[src/rtl/uart_pkg.sv]
// uart_pkg: shared receiver definitions
// Contents: rx FSM state encoding and the UART data-bit count.
package uart_pkg;
    localparam int UART_DATA_BITS = 8;
    typedef enum logic [1:0] {
        RX_IDLE,
        RX_START,
        RX_DATA,
        RX_STOP
    } rx_state_t;
endpackage

[src/rtl/sync_fifo.sv]
// sync_fifo: first-word-fall-through synchronous FIFO
// Ports: clock, reset_n (async active-low); i_wr_en/i_wr_data write side;
//   i_rd_en pops the head when o_valid; o_rd_data head word (0 while empty);
//   o_valid non-empty; o_full; o_count occupancy.
// A write while full is accepted only if a read happens in the same cycle.
module sync_fifo #(
    parameter int WIDTH = 8,
    parameter int DEPTH = 8
) (
    input  logic                     clock,
    input  logic                     reset_n,
    input  logic                     i_wr_en,
    input  logic [WIDTH-1:0]         i_wr_data,
    input  logic                     i_rd_en,
    output logic [WIDTH-1:0]         o_rd_data,
    output logic                     o_valid,
    output logic                     o_full,
    output logic [$clog2(DEPTH):0]   o_count
);
    localparam int AW = $clog2(DEPTH);
    localparam logic [AW:0] DEPTH_C = (AW + 1)'(DEPTH);
    localparam logic [AW-1:0] PTR_ONE = AW'(1);

    logic [WIDTH-1:0] r_mem [DEPTH];
    logic [AW-1:0]    r_wr_ptr;
    logic [AW-1:0]    r_rd_ptr;
    logic [AW:0]      r_count;
    logic             w_wr;
    logic             w_rd;

    assign o_valid   = r_count != '0;
    assign o_full    = r_count == DEPTH_C;
    assign w_rd      = i_rd_en && o_valid;
    assign w_wr      = i_wr_en && (!o_full || w_rd);
    assign o_rd_data = o_valid ? r_mem[r_rd_ptr] : '0;
    assign o_count   = r_count;

    always_ff @(posedge clock or negedge reset_n) begin
        if (!reset_n) begin
            r_wr_ptr <= '0;
            r_rd_ptr <= '0;
            r_count  <= '0;
        end else begin
            if (w_wr) r_wr_ptr <= r_wr_ptr + PTR_ONE;
            if (w_rd) r_rd_ptr <= r_rd_ptr + PTR_ONE;
            r_count <= r_count + (AW + 1)'(w_wr) - (AW + 1)'(w_rd);
        end
    end

    always_ff @(posedge clock) begin
        if (w_wr) r_mem[r_wr_ptr] <= i_wr_data;
    end
endmodule

[src/rtl/uart_rx_buffered.sv]
// uart_rx_buffered: 8N1 UART receiver feeding a first-word-fall-through FIFO
// Ports: clock, reset_n (async active-low); uart_rx_pin serial line (idle high);
//   rx_data/rx_valid/rx_ready FIFO head handshake; rx_count occupancy;
//   overflow, framing_error sticky flags, cleared by a clear_errors pulse.
// Build option: define UART_RX_MAJORITY_EN to take each bit as the 2-of-3
//   majority around the sample point instead of a single sample.
module uart_rx_buffered
    import uart_pkg::*;
#(
    parameter int UART_CLKS_PER_BIT = 100,
    parameter int FIFO_DEPTH        = 8
) (
    input  logic                          clock,
    input  logic                          reset_n,
    input  logic                          uart_rx_pin,
    output logic [7:0]                    rx_data,
    output logic                          rx_valid,
    input  logic                          rx_ready,
    output logic [$clog2(FIFO_DEPTH):0]   rx_count,
    output logic                          overflow,
    output logic                          framing_error,
    input  logic                          clear_errors
);
    localparam int CW = $clog2(UART_CLKS_PER_BIT + 1);
    localparam int BW = $clog2(UART_DATA_BITS);
    localparam logic [CW-1:0] CNT_HALF = CW'(UART_CLKS_PER_BIT / 2);
    localparam logic [CW-1:0] CNT_FULL = CW'(UART_CLKS_PER_BIT);
    localparam logic [CW-1:0] CNT_ONE  = CW'(1);
    localparam logic [BW-1:0] BIT_ONE  = BW'(1);
    localparam logic [BW-1:0] BIT_LAST = BW'(UART_DATA_BITS - 1);

    rx_state_t                 r_state;
    logic [1:0]                r_sync;
    logic [CW-1:0]             r_cnt;
    logic [BW-1:0]             r_bit_idx;
    logic [UART_DATA_BITS-1:0] r_shift;
    logic                      r_overflow;
    logic                      r_framing;
    logic                      w_line;
    logic                      w_bit;
    logic                      w_exp;
    logic                      w_stop_smp;
    logic                      w_push;
    logic                      w_full;
    logic                      w_ovf_evt;
    logic                      w_frm_evt;

    assign w_line = r_sync[1];

`ifdef UART_RX_MAJORITY_EN
    // r_sync[0] is the value w_line takes next cycle, so the vote covers
    // expiry-1, expiry and expiry+1 without delaying the decision.
    logic r_prev;
    always_ff @(posedge clock or negedge reset_n) begin
        if (!reset_n) r_prev <= 1'b1;
        else r_prev <= w_line;
    end
    assign w_bit = (r_prev & w_line) | (r_prev & r_sync[0]) | (w_line & r_sync[0]);
`else
    assign w_bit = w_line;
`endif

    assign w_exp      = r_cnt == CNT_ONE;
    assign w_stop_smp = (r_state == RX_STOP) && w_exp;
    assign w_push     = w_stop_smp && w_bit;
    assign w_frm_evt  = w_stop_smp && !w_bit;
    assign w_ovf_evt  = w_push && w_full && !(rx_valid && rx_ready);

    always_ff @(posedge clock or negedge reset_n) begin
        if (!reset_n) r_sync <= 2'b11;
        else r_sync <= {r_sync[0], uart_rx_pin};
    end

    always_ff @(posedge clock or negedge reset_n) begin
        if (!reset_n) begin
            r_state   <= RX_IDLE;
            r_cnt     <= '0;
            r_bit_idx <= '0;
            r_shift   <= '0;
        end else begin
            case (r_state)
                RX_IDLE: begin
                    if (!w_line) begin
                        r_state <= RX_START;
                        r_cnt   <= CNT_HALF;
                    end
                end
                RX_START: begin
                    if (w_exp) begin
                        r_state   <= w_bit ? RX_IDLE : RX_DATA;
                        r_cnt     <= CNT_FULL;
                        r_bit_idx <= '0;
                    end else begin
                        r_cnt <= r_cnt - CNT_ONE;
                    end
                end
                RX_DATA: begin
                    if (w_exp) begin
                        r_shift   <= {w_bit, r_shift[UART_DATA_BITS-1:1]};
                        r_bit_idx <= r_bit_idx + BIT_ONE;
                        r_cnt     <= CNT_FULL;
                        if (r_bit_idx == BIT_LAST) r_state <= RX_STOP;
                    end else begin
                        r_cnt <= r_cnt - CNT_ONE;
                    end
                end
                RX_STOP: begin
                    // Leaving mid-stop-bit lets the next start edge be caught.
                    if (w_exp) r_state <= RX_IDLE;
                    else r_cnt <= r_cnt - CNT_ONE;
                end
                default: r_state <= RX_IDLE;
            endcase
        end
    end

    // A new error event outranks a coincident clear.
    always_ff @(posedge clock or negedge reset_n) begin
        if (!reset_n) begin
            r_overflow <= 1'b0;
            r_framing  <= 1'b0;
        end else begin
            r_overflow <= w_ovf_evt | (r_overflow & ~clear_errors);
            r_framing  <= w_frm_evt | (r_framing & ~clear_errors);
        end
    end

    assign overflow      = r_overflow;
    assign framing_error = r_framing;

    sync_fifo #(
        .WIDTH(UART_DATA_BITS),
        .DEPTH(FIFO_DEPTH)
    ) u_fifo (
        .clock    (clock),
        .reset_n  (reset_n),
        .i_wr_en  (w_push),
        .i_wr_data(r_shift),
        .i_rd_en  (rx_ready),
        .o_rd_data(rx_data),
        .o_valid  (rx_valid),
        .o_full   (w_full),
        .o_count  (rx_count)
    );
endmodule
[config.mk]
export PLATFORM = sky130hd
export DESIGN_NAME = uart_rx_buffered
export DESIGN_NICKNAME = d
export VERILOG_FILES = /design/src/rtl/uart_pkg.sv /design/src/rtl/sync_fifo.sv /design/src/rtl/uart_rx_buffered.sv
export SDC_FILE = /design/constraint.sdc
export NUM_CORES = 1
export LEC_CHECK = 0
export BUFFER_PORTS_ARGS = -buffer_cell sky130_fd_sc_hd__buf_2
export CORE_MARGIN = 2
export CORE_UTILIZATION = 50
export CTS_CLUSTER_DIAMETER = 50
export DETAILED_ROUTE_END_ITERATION = 8
export PLACE_DENSITY = 0.67
export SLEW_MARGIN = 40
export SYNTH_ARGS = -nofsm -noshare
export SYNTH_HDL_FRONTEND = slang
export SYNTH_SLANG_ARGS = --single-unit
[constraint.sdc]
create_clock -name clock -period 6.49 [get_ports clock]
set_clock_uncertainty 0.2 [all_clocks]
set_input_delay 0.3245 -clock clock [delete_from_list [all_inputs] [get_ports clock]]
set_output_delay 0.3245 -clock clock [all_outputs]
set_load 0.01 [all_outputs]
# Word-level counts from Yosys, hierarchy flattened
# Memory sizes are Yosys's and may differ from the RTL's.
# Index checks and enable logic that the tools add are counted.
[totals]
ram_bits = 64
register_bits = 34
n_memories = 1
wordCells = 70
output_inout_bits = 15
[classes]
add_sub_neg = 6
muxes = 17
n_reduce_logical = 19
bitwise_logic = 5
n_eq_ne = 12
[mem_list]
columns = ["name", "words", "width", "rd", "rd_ports_with_merged_regs", "wr", "line_no", "rtl"]
rows = [
  ["u_fifo.r_mem", 8, 8, 1, 0, 1, "sync_fifo.sv:24", "logic [WIDTH-1:0] r_mem [DEPTH];"],
]
[op_table]
columns = ["operator", "count"]
rows = [
  ["two-way mux 7 bit", 3],
  ["one-hot mux 7 bit (3 select lines)", 1],
  ["two-way mux 2 bit", 6],
  ["!= test 2 bit, second input constant", 6],
  ["adder 3 x 1 -> 3 bit, second input constant", 3],
  ["two-way mux 8 bit", 1],
  ["one-hot mux 2 bit (4 select lines)", 1],
  ["== test 7 x 1 -> 1 bit, second input constant", 1],
  ["logical AND 1 bit", 7],
  ["subtractor 7 x 1 -> 7 bit, second input constant", 1],
  ["two-way mux 3 bit", 2],
  ["one-hot mux 3 bit (2 select lines)", 1],
  ["AND reduction 5 bit", 1],
  ["adder 4 x 1 -> 4 bit", 1],
  ["== test 2 bit, second input constant", 2],
  ["== test 4 bit, second input constant", 1],
  ["AND reduction 2 bit", 2],
  ["nonzero test 4 bit", 1],
  ["subtractor 4 x 1 -> 4 bit", 1],
  ["== test 3 bit, second input constant", 1],
  ["logical NOT 1 bit", 3],
  ["AND reduction 3 bit", 1],
  ["AND 1 bit", 2],
  ["== test 2 x 1 -> 1 bit, second input constant", 1],
  ["7 further kinds", 9],
]

# Depth between registers and ports, before layout
[depth]
ltp_word = 6
ltp_mapped = 13
ltp_nobuf = 12

# By module
# From an unflattened synthesis, not the netlist that was laid out.
[hier_totals]
hier_cells = 300
area_unflattened_um2 = 4377.9
[modules_own_cells]
columns = ["module", "cells_per_inst", "seq_area_each_um2", "n_inst", "area_each_um2"]
rows = [
  ["sync_fifo", 189, 2172.1, 1, 3096.7],
  ["uart_rx_buffered", 111, 603.1, 1, 1281.2],
]

# Least setup slack after synthesis
# OpenSTA, ideal clock, no wires.
[synth_path]
path_type = "register to register"
start = "register r_cnt[1]"
end = "memory u_fifo.r_mem[0][0], enable pin"
t_arrival_ps = 2223
synth_period_minus_slack_ps = 2817
path_slack_ps = 3673
required_ps = 5895
stages_incl_launch_ff = 8
setup_ps = 395
path_cell_list = "dfrtp_1 > inv_1 > ha_1 > nor4b_4 > and3_1 > buf_4 > nand3_4 > nor4_1"
[synth_via]
elab_chain_cells = 6
[synth_rtl]
columns = ["element", "line_no", "rtl"]
rows = [
  ["start: declaration", "uart_rx_buffered.sv:34", "logic [CW-1:0] r_cnt;"],
  ["start signal: assignment", "uart_rx_buffered.sv:94", "r_cnt <= r_cnt - CNT_ONE;"],
  ["start signal: assignment", "uart_rx_buffered.sv:104", "r_cnt <= r_cnt - CNT_ONE;"],
  ["start signal: assignment", "uart_rx_buffered.sv:110", "else r_cnt <= r_cnt - CNT_ONE;"],
  ["== test 7 x 1 -> 1 bit", "uart_rx_buffered.sv:63", "assign w_exp = r_cnt == CNT_ONE;"],
  ["logical AND 1 bit", "uart_rx_buffered.sv:64", "assign w_stop_smp = (r_state == RX_STOP) && w_exp;"],
  ["logical AND 1 bit", "uart_rx_buffered.sv:65", "assign w_push = w_stop_smp && w_bit;"],
  ["logical AND 1 bit", "sync_fifo.sv:34", "assign w_wr = i_wr_en && (!o_full || w_rd);"],
  ["two-way mux 1 bit", "sync_fifo.sv:51", "if (w_wr) r_mem[r_wr_ptr] <= i_wr_data;"],
  ["two-way mux 1 bit (implied by the code)", "sync_fifo.sv:51", ""],
  ["end: declaration", "sync_fifo.sv:24", ""],
]
# Every way passes these cells.

# Worst setup path in the final report
[layout_path]
start = "register r_cnt[1]"
end = "memory u_fifo.r_mem[2][6], enable pin"
# Same word-level chain as after synthesis.

==> flow_summary.json <==
{
  "outcome": "completed",
  "synthMuxAreaShare": 0.1349,
  "num_antenna_cells": 0,
  "clk-insertion-delay-late_ns": 0.35,
  "die_w_um": 98.06,
  "timing.final.crit_period_ns": 2.839,
  "synth_ff_type": "edfxtp_1",
  "num_vias": 2416,
  "core_um2": 8636,
  "cts_buffer_depth": 2,
  "cts_max_level": 3,
  "antenna_found_initial": 0,
  "cts_setup_buffers": 0,
  "avgViaCountPerCell": 5.794,
  "slew_headroom": 0.4540,
  "pwr-share-clk": 0.289,
  "cp-start-kind": "register",
  "synth-simple-area-share": 0.07723,
  "p_per_area_nw_per_um2": 270.8,
  "critical_path_class": "register to register",
  "wl_per_cell_um": 18.44,
  "placedCellCount": 398,
  "layout_commonest_cell": "edfxtp_1",
  "dr.pass1.iters": 5,
  "die_area_um2": 9615,
  "final_antenna_net_count": 0,
  "slowest_stage": "nor4b_4",
  "grt_pass1_wl_um": 12770,
  "cp.required_ns": 6.28,
  "grt_use_total": 0.1725,
  "num-fill-cells": 661,
  "cts_made_buffers": 9,
  "syn_area_per_cell_um2": 15.74,
  "first_global_vias": 2393,
  "netlist_area_um2": 4423,
  "drive_gt1_frac": 0.2460,
  "finalSetupViolCount": 0,
  "holdPathStages": 3,
  "synthDistinctLibCells": 52,
  "grt_max_degree": 35,
  "tightestPinTransition_ns": 0.8191,
  "pwr-share-seq": 0.579,
  "dp_hpwl_um": 5235,
  "synth-xor-area-share": 0.01188,
  "clk_pin_slew_ns": 0.09,
  "yosysSeqAreaShare": 0.6274,
  "max_stage_delay_ns": 0.62,
  "final_cell_mix": "edfxtp_1, dfrtp_1, inv_1, buf_2, ha_1",
  "cts_root_buffer": "clkbuf_8",
  "final_nets": 327,
  "fmax_ghz": 0.3522,
  "dieHeight_um": 98.06,
  "ys_ff_latch": 98,
  "cts_tree": "built",
  "regArea_um2": 2776,
  "leakage_uw": 0.002132,
  "cp-end-kind": "register",
  "multi_input_area_um2": 1565,
  "async_flop_share": 0.3469,
  "overflow": 0,
  "synth_fp_nets": 304,
  "worstPathMaxFanout": 10,
  "grt_setup_unrepaired": "false",
  "gp_congestion": 0.7919,
  "switching_power_uw": 354.2,
  "netSwitchingFraction": 0.2677,
  "hold_path.class": "input pin to register",
  "rows": 34,
  "synth_top_family_by_area": "multiplexers",
  "finalCritPeriodShare": 0.4374,
  "drtIter0Drc": 97,
  "initial_core_util": 0.5122,
  "hold_violations": 0,
  "finalInstanceArea_um2": 4885,
  "finalSetupTns_ns": 0,
  "syn_inst": 281,
  "port_buffers": 19,
  "worstPathArrival_ns": 2.63,
  "place_area_um2": 4641,
  "cap_violations": 0,
  "cts_sinks": 98,
  "flow.area_growth_from_synthesis_pct": 10.44,
  "synth-warning-count": 0,
  "maxSlewViolCount": 0,
  "synth_edf_count": 64,
  "finalWirelength_um": 7690,
  "reg2regPathDepth": 6,
  "fin_cells": 417,
  "cts_resized": 0,
  "drcViolationCount": 0,
  "vdd_ir_drop_max_uv": 133.5,
  "p_comb_frac": 0.133,
  "synth_compound_area_frac": 0.06704,
  "pin_count": 20,
  "intPower_uw": 968.8,
  "crit_chain": "inv_1 > ha_1 > nor4b_4 > and3_1 > nand3_4 > nor4b_4",
  "synth_fa_ha_area_frac": 0.05262,
  "timing.critical_path.mode_cell": "nor4b_4"
}
[final timing paths]
kind	startpoint	to	slack [ns]
worst max-delay path	r_cnt[1]	u_fifo.r_mem[2][6]	3.65
worst min-delay path	rx_ready	u_fifo.r_rd_ptr[2]	0.06
worst max register to register	r_cnt[1]	u_fifo.r_mem[2][6]	3.65
worst min register to register	r_sync[0]	r_sync[1]	0.16
max in group asynchronous	reset_n	u_fifo.r_rd_ptr[0]	5.48
min in group asynchronous	reset_n	r_state[0]	0.25
[cells in the mapped netlist, types with 2 or more instances]
| master | instances | area (um2) |
|---|---|---|
| ha_1 | 17 | 212.7 |
| buf_1 | 3 | 11.26 |
| xor2_1 | 2 | 17.52 |
| buf_4 | 2 | 15.01 |
| nand2_1 | 7 | 26.28 |
| nor4_1 | 2 | 12.51 |
| and2_1 | 4 | 25.02 |
| o31a_1 | 2 | 17.52 |
| a21oi_1 | 5 | 25.02 |
| dfstp_2 | 2 | 52.55 |
| o21ai_1 | 2 | 10.01 |
| inv_1 | 18 | 67.56 |
| o32a_1 | 2 | 20.02 |
| and3_1 | 2 | 12.51 |
| o31ai_1 | 5 | 37.54 |
| nor4b_2 | 4 | 60.06 |
| mux2_4 | 9 | 135.1 |
| a31oi_1 | 2 | 12.51 |
| buf_2 | 3 | 15.01 |
| nor2_1 | 14 | 52.55 |
| a21o_1 | 4 | 30.03 |
| xnor2_1 | 4 | 35.03 |
| dfrtp_1 | 32 | 800.8 |
| nand3_1 | 4 | 20.02 |
| mux4_2 | 16 | 360.4 |
| o21ai_0 | 5 | 25.02 |
| mux2i_1 | 9 | 90.09 |
| edfxtp_1 | 64 | 1922 |
| clkbuf_1 | 4 | 15.01 |
| nand2b_1 | 3 | 18.77 |
| a311oi_1 | 2 | 17.52 |
| a22o_1 | 5 | 43.79 |
| nor3_1 | 3 | 15.01 |
[critical path: cells and delay by family (launching register included)]
family	cells	cell delay, ns
adders and majority gates	1	0.14
buffers and inverters	1	0.09
and+or+nand+nor	4	1.62
DFF	1	0.42
[state kept, by name, summed over array words and instances (netlist names), named ones only]
signal and cells:
framing_error 1, u_fifo.r_rd_ptr 3, r_cnt 7, u_fifo.r_wr_ptr 3
overflow 1, r_shift 8, r_sync 2, r_state 1
u_fifo.o_count 4, r_bit_idx 3, u_fifo.r_mem 64
[stage by stage]
step	worst slack, ns	hold slack, ns	total power [uW]	utilization
after CTS	3.415	0.04502	1339	0.5633
after global placement	3.542	0.1465	949.7	0.5340
after detailed placement	3.456	0.1479	958.4	0.5374
after floorplan	3.673	-0.1711	905.4	-
after global routing	3.482	0.07023	1394	0.5656
final	3.651	0.06030	1323	0.5656
[power by group through the flow]
stage	clock, uW	combinational [uW]	sequential, uW
after floorplan	0	189	717
after CTS	391	178	770
after global placement	0	172	778
after global routing	421	195	778
after detailed placement	0	176	782
final	382	175	766
[metal layers]
metal	global-route usage	part of all wire	up-vias
met5	0	0	-
met1	0.2547	0.47	1234
met3	0.04295	0.037	2
met4	0.04487	0.0060	0
li1	-	-	1126
met2	0.2603	0.48	54
[cell families after synthesis]
| group | Yosys count |
|---|---|
| buf+inv | 31 |
| mux | 35 |
| simple gates | 52 |
| flops | 98 |
| xor+xnor | 6 |
| fa+ha+maj | 18 |
| compound gates | 41 |
[layout make-up]
type / instances / area share
clock buffer: 10 / 0.02613
clock inverter: 6 / 0.01358
inverter: 19 / 0.01460
multi-input combinational: 152 / 0.3204
sequential: 98 / 0.5684
tap: 108 / 0.02766
timing repair buffer: 24 / 0.02920
[repair_timing]
action,in CTS,in global routing
setup endpoints to repair,0,0
endpoints found under the hold margin,35,0
hold buffers,3,0
(Power assumes the default switching activity.)
